`src/rtl/gain_shift_pkg.sv`:
```
// rtl/gain_shift_pkg.sv - shared sizing functions, saturation limits and direction type for gain_shift_pipe
package gain_shift_pkg;

    typedef enum logic {
        DIR_LEFT  = 1'b0,
        DIR_RIGHT = 1'b1
    } dir_e;

    function automatic int fw(input int dw, input int sw);
        return dw + (1 << sw) - 1;
    endfunction

    function automatic int ns(input int sw);
        return (sw + 1) / 2;
    endfunction

    function automatic int lat(input int sw);
        return ns(sw) + 1;
    endfunction

    // Limits are returned 64 bits wide; callers truncate to OW.
    function automatic logic [63:0] sat_max(input int ow);
        return (64'd1 << (ow - 1)) - 64'd1;
    endfunction

    function automatic logic [63:0] sat_min(input int ow);
        return ~sat_max(ow);
    endfunction

endpackage

```
`src/rtl/gain_shift_if.sv`:
```
// rtl/gain_shift_if.sv - sample in / result out bundle for gain_shift_pipe
interface gain_shift_if #(
    parameter int DW = 24,
    parameter int SW = 5,
    parameter int OW = 32
);
    logic          in_valid;
    logic [DW-1:0] d;
    logic [SW-1:0] n;
    logic          dir;
    logic          out_valid;
    logic [OW-1:0] q;
    logic          ovf;

    modport master (output in_valid, d, n, dir, input out_valid, q, ovf);
    modport slave  (input in_valid, d, n, dir, output out_valid, q, ovf);
endinterface

```
`src/rtl/gain_shift_stage.sv`:
```
// rtl/gain_shift_stage.sv - one registered radix-4 (radix-2 if last odd bit) shift stage
module gain_shift_stage
    import gain_shift_pkg::*;
#(
    parameter int IDX = 0,
    parameter int FW  = 55,
    parameter int SW  = 5
) (
    input  logic          clk,
    input  logic          rst,
    input  logic          ce,
    input  logic          i_valid,
    input  logic [FW-1:0] i_data,
    input  logic [SW-1:0] i_n,
    input  dir_e          i_dir,
    output logic          o_valid,
    output logic [FW-1:0] o_data,
    output logic [SW-1:0] o_n,
    output dir_e          o_dir
);

    logic [1:0]    w_dig;
    logic [SW-1:0] w_amt;
    logic [FW-1:0] w_shl;
    logic [FW-1:0] w_shr;

    generate
        if (2 * IDX + 1 < SW) begin : g_r4
            assign w_dig = i_n[2*IDX+1 -: 2];
        end else begin : g_r2
            assign w_dig = {1'b0, i_n[2*IDX]};
        end
    endgenerate

    assign w_amt = SW'(w_dig) << (2 * IDX);
    assign w_shl = i_data << w_amt;
    assign w_shr = $signed(i_data) >>> w_amt;

    logic          r_valid;
    logic [FW-1:0] r_data;
    logic [SW-1:0] r_n;
    dir_e          r_dir;

    always_ff @(posedge clk) begin
        if (rst) begin
            r_valid <= 1'b0;
            r_data  <= '0;
            r_n     <= '0;
            r_dir   <= DIR_LEFT;
        end else if (ce) begin
            r_valid <= i_valid;
            r_data  <= (i_dir == DIR_RIGHT) ? w_shr : w_shl;
            r_n     <= i_n;
            r_dir   <= i_dir;
        end
    end

    assign o_valid = r_valid;
    assign o_data  = r_data;
    assign o_n     = r_n;
    assign o_dir   = r_dir;

endmodule

```
`src/rtl/gain_shift_pipe.sv`:
```
// rtl/gain_shift_pipe.sv - pipelined signed barrel shifter with width reduction; GAIN_SHIFT_SAT_EN selects saturation
module gain_shift_pipe
    import gain_shift_pkg::*;
#(
    parameter int DW = 24,
    parameter int SW = 5,
    parameter int OW = 32
) (
    input  logic       clk,
    input  logic       rst,
    input  logic       ce,
    gain_shift_if.slave bus
);

    localparam int FW = fw(DW, SW);
    localparam int NS = ns(SW);

    logic [FW-1:0] w_data  [0:NS];
    logic [SW-1:0] w_n     [0:NS];
    dir_e          w_dir   [0:NS];
    logic          w_valid [0:NS];

    assign w_data[0]  = {{(FW-DW){bus.d[DW-1]}}, bus.d};
    assign w_n[0]     = bus.n;
    assign w_dir[0]   = dir_e'(bus.dir);
    assign w_valid[0] = bus.in_valid;

    generate
        for (genvar k = 0; k < NS; k++) begin : g_stage
            gain_shift_stage #(
                .IDX (k),
                .FW  (FW),
                .SW  (SW)
            ) u_stage (
                .clk     (clk),
                .rst     (rst),
                .ce      (ce),
                .i_valid (w_valid[k]),
                .i_data  (w_data[k]),
                .i_n     (w_n[k]),
                .i_dir   (w_dir[k]),
                .o_valid (w_valid[k+1]),
                .o_data  (w_data[k+1]),
                .o_n     (w_n[k+1]),
                .o_dir   (w_dir[k+1])
            );
        end
    endgenerate

    // Result fits in OW bits only when every bit above the OW sign bit copies it.
    logic [FW-1:0]  w_full;
    logic [FW-OW:0] w_hi;
    logic           w_ovf;
    logic [OW-1:0]  w_q;

    assign w_full = w_data[NS];
    assign w_hi   = w_full[FW-1:OW-1];
    assign w_ovf  = ~((&w_hi) | ~(|w_hi));

`ifdef GAIN_SHIFT_SAT_EN
    localparam logic [OW-1:0] SAT_MAX = OW'(sat_max(OW));
    localparam logic [OW-1:0] SAT_MIN = OW'(sat_min(OW));

    always_comb begin
        w_q = w_full[OW-1:0];
        if (w_ovf) begin
            w_q = w_full[FW-1] ? SAT_MIN : SAT_MAX;
        end
    end
`else
    always_comb begin
        w_q = w_full[OW-1:0];
    end
`endif

    logic          r_out_valid;
    logic [OW-1:0] r_q;
    logic          r_ovf;

    always_ff @(posedge clk) begin
        if (rst) begin
            r_out_valid <= 1'b0;
            r_q         <= '0;
            r_ovf       <= 1'b0;
        end else if (ce) begin
            r_out_valid <= w_valid[NS];
            r_q         <= w_q;
            r_ovf       <= w_ovf;
        end
    end

    assign bus.out_valid = r_out_valid;
    assign bus.q         = r_q;
    assign bus.ovf       = r_ovf;

endmodule
```
`src/flat_wrapper.sv`:
```
// flat-port wrapper written by rule: the top's interface ports become plain ports
module gain_shift_pipe_flat import gain_shift_pkg::*;
#(
    parameter int DW = 24,
    parameter int SW = 5,
    parameter int OW = 32
)
  (clk, rst, ce, bus_in_valid, bus_d, bus_n, bus_dir, bus_out_valid, bus_q, bus_ovf);
  gain_shift_if #(.DW(DW), .SW(SW), .OW(OW)) bus_i ();
  input  logic clk;
  input  logic rst;
  input  logic ce;
  input wire logic [$bits(bus_i.in_valid)-1:0] bus_in_valid;
  input wire logic [$bits(bus_i.d)-1:0] bus_d;
  input wire logic [$bits(bus_i.n)-1:0] bus_n;
  input wire logic [$bits(bus_i.dir)-1:0] bus_dir;
  output wire logic [$bits(bus_i.out_valid)-1:0] bus_out_valid;
  output wire logic [$bits(bus_i.q)-1:0] bus_q;
  output wire logic [$bits(bus_i.ovf)-1:0] bus_ovf;
  assign bus_i.in_valid = bus_in_valid;
  assign bus_i.d = bus_d;
  assign bus_i.n = bus_n;
  assign bus_i.dir = bus_dir;
  assign bus_out_valid = bus_i.out_valid;
  assign bus_q = bus_i.q;
  assign bus_ovf = bus_i.ovf;
  gain_shift_pipe #(.DW(DW), .SW(SW), .OW(OW)) u_core (.clk(clk), .rst(rst), .ce(ce), .bus(bus_i));
endmodule
```
`config.mk`:
```
export PLATFORM = sky130hd
export DESIGN_NAME = gain_shift_pipe_flat
export DESIGN_NICKNAME = d
export VERILOG_FILES = /design/src/rtl/gain_shift_pkg.sv /design/src/rtl/gain_shift_if.sv /design/src/rtl/gain_shift_stage.sv /design/src/rtl/gain_shift_pipe.sv /design/src/flat_wrapper.sv
export SDC_FILE = /design/constraint.sdc
export NUM_CORES = 1
export LEC_CHECK = 0
export ABC_AREA = 1
export CORE_ASPECT_RATIO = 0.9
export CORE_MARGIN = 4
export CORE_UTILIZATION = 45
export CTS_CLUSTER_SIZE = 30
export DETAILED_ROUTE_END_ITERATION = 10
export GPL_TIMING_DRIVEN = 0
export PLACE_DENSITY_LB_ADDON = 0.05
export SLEW_MARGIN = 20
export SYNTH_ARGS = -nofsm -noshare
export SYNTH_HDL_FRONTEND = slang
export SYNTH_HIERARCHICAL = 1
export SYNTH_SLANG_ARGS = --single-unit
```
`constraint.sdc`:
```
create_clock -name clk -period 1.3 [get_ports clk]
set_input_delay 0.195 -clock clk [delete_from_list [all_inputs] [get_ports clk]]
set_output_delay 0.195 -clock clk [all_outputs]
set_load 0.01 [all_outputs]
```
==> flow_metrics.tcl <==
set metrics [dict create \
    syn_area_per_cell_um2 5.78 \
    setup_viol 54 \
    die_area_mm2 0.0324 \
    fmax_mhz 669 \
    launching_point_of_the_worst_reg2reg_path "u_core/g_stage[0].u_stage/o_n[2]" \
    result_of_the_run "complete, but fails checks" \
    drt_iter0_markers 2064 \
    grtUsageTotal 0.336 \
    min_delay_worst_endpoint "u_core/bus.q[31]" \
    num_io_pins 68 \
    vdd_drop_max_mv 1.13 \
    setup_repair_after_global_routing_missed_its_margin "true" \
    ys.warnings.count 6 \
    crit_path_max_fanout 10 \
    wirelength_um 57000 \
    die_h_um 171 \
    violations "negative setup slack" \
    first_global_vias 14500 \
    mostFrequentLayoutCell "nand2_1" \
    finalNetCount 2441 \
    min_path_type "in -> reg" \
    tritoncts_clock_tree "yes" \
    clock_tree.buffer_depth 3 \
    tightest_slew_ps 787 \
    worst_slew_margin_rel 0.475 \
    diodes 0 \
    hp-start "ce" \
    htree_levels 1 \
    dpl_cell_area_mm2 0.0145 \
    syn-instance-count 2304 \
    row_count 59 \
    antenna_violations_before_repair 0 \
    worstReg2RegEnd "u_core/g_stage[1].u_stage/o_data[16]" \
    crit_path_end_kind "flop" \
    hold_viol_final 0 \
    gp_congestion 0.996 \
    postRouteAntennaNets 0 \
    leading_cell_types_in_the_layout_fill_and_taps_excluded "nand2_1 (714), nor2_1 (389), dfxtp_1 (201)" \
    first_pass_grt_wire_length_um 84800 \
    die-width_um 189 \
    drv_slew 0 \
    cts.reportedPaths.clkPinSlew_ps 60 \
    drt-vias-per-instance 5.78 \
    synthesis.area_mm2 0.0133 \
    drt_drc_violations_left 0 \
    detailed_place_hpwl_um 44100 \
    final_util 0.557 \
    final_design_area_no_fill_mm2 0.0162 \
    initial_core_utilization 0.458 \
    grt_max_degree 45 \
    worstSetupPathType "reg -> reg" \
    overflow 0 \
    timing.clock.skew_ps 14.3 \
    num_vias 16300 \
    timing.final.crit_period_ps 1490 \
    portBuffers 64 \
    layout-drive-gt1-share 0.188 \
    synthesis.nets 2338 \
    cts_num_sinks 208 \
    cts_buffers 21 \
    fillers 3106 \
    ff2ff_setup_slack_ps -190 \
    post_drt_wl_per_cell_um 20.3 \
    setup_tns_ps -5520 \
    whs_path_depth 3 \
    drt_pre_antenna_iters 5 \
    fin_crit_share 1.15 \
    setup_slack_ps -195 \
    pwr_density_cell_mw_per_mm2 1080 \
    max_cap_violations 0 \
    syn_to_final_growth_pct 21.6 \
    reg2regPathDepth 8 \
    cp_data_required_time_ps 1700 \
    crit_path_start_kind "flop" \
    worstPathArrival_ps 1900 \
    cell_leakage_power_nw 7.49 \
    core_area_mm2 0.0291 \
    root_buffer_master "clkbuf_16" \
    worstSkewPairLatency_ps 520 \
]
==> layout make-up <==
class                           instances  area [um^2]  area share
Clock inverter                          7         48.8     0.00301
Clock buffer                           28          582      0.0359
Buffer                                162         1190      0.0733
Multi-Input combinational cell       1879         8750       0.540
Inverter                               55          239      0.0147
Timing Repair Buffer                   79          717      0.0442
Sequential cell                       208         4180       0.258
Timing Repair inverter                  1         7.51    0.000463
Tap cell                              396          495      0.0306
==> repair_timing <==
item / 4_1_cts / 5_1_grt
pin swaps: 25 / 53
endpoints found under the setup margin: 154 / 148
setup buffers: 6 / 3
gates cloned: 4 / 3
resized for setup: 223 / 236
hold buffers: 0 / 0
==> metrics by stage <==
step	hold slack, ps	total power, W	setup WS [ps]	std cells
floorplan	264	0.00981	64.7	2304
global placement	458	0.0112	-1720	2764
detailed placement	459	0.0112	-808	2765
CTS	42.5	0.0171	-145	2810
global route	60.8	0.0183	-207	2815
finish	56.5	0.0175	-195	2815
==> report_power, final <==
part / internal (W) / switching [W] / leakage [nW]
combinational: 0.00156 / 0.00297 / 5.45
clock: 0.00315 / 0.00253 / 0.310
sequential: 0.00682 / 0.000448 / 1.72
==> worst max path at each step <==
stage / start / depth (start not counted) / slack, ps / to
6_report: u_core/g_stage[0].u_stage/o_n[2] / 8 / -190 / u_core/g_stage[1].u_stage/o_data[16]
5_1_grt: u_core/g_stage[0].u_stage/o_n[2] / 10 / -210 / u_core/g_stage[1].u_stage/o_data[16]
4_1_cts: u_core/g_stage[0].u_stage/o_n[2] / 11 / -140 / u_core/g_stage[1].u_stage/o_data[46]
3_5_place_dp: rst / 6 / -810 / u_core/g_stage[2].u_stage/o_data[22]
3_3_place_gp: bus_d[23] / 7 / -1720 / u_core/g_stage[0].u_stage/o_data[36]
2_1_floorplan: u_core/g_stage[0].u_stage/o_n[2] / 10 / 60 / u_core/g_stage[1].u_stage/o_data[12]
==> routing by layer <==
| layer | vias up | global-route usage | routed length [um] |
|---|---|---|---|
| met5 | - | 0 | 0 |
| met4 | 0 | 0.0428 | 607 |
| met2 | 867 | 0.467 | 22100 |
| met3 | 60 | 0.0812 | 6800 |
| li1 | 7607 | - | - |
| met1 | 7748 | 0.534 | 27500 |
==> critical path, stage by stage (launching register included) <==
cell and delay (ps):
dfxtp_4 360, clkbuf_4 170, buf_6 160, nand2_1 140, o21ai_1 150, nor2_1 160, nor2_2 60, nor2_2 130
nor2_1 50
==> flip-flops by register name, summed over array words and instances (netlist names) <==
name                            cells
u_core/g_stage.u_stage/o_valid      3
u_core/g_stage.u_stage/o_n          4
u_core/bus.ovf                      1
u_core/g_stage.u_stage/o_data     165
u_core/bus.out_valid                1
u_core/bus.q                       32
u_core/g_stage.u_stage/o_dir        2
Power figures use the tool's default switching activity.
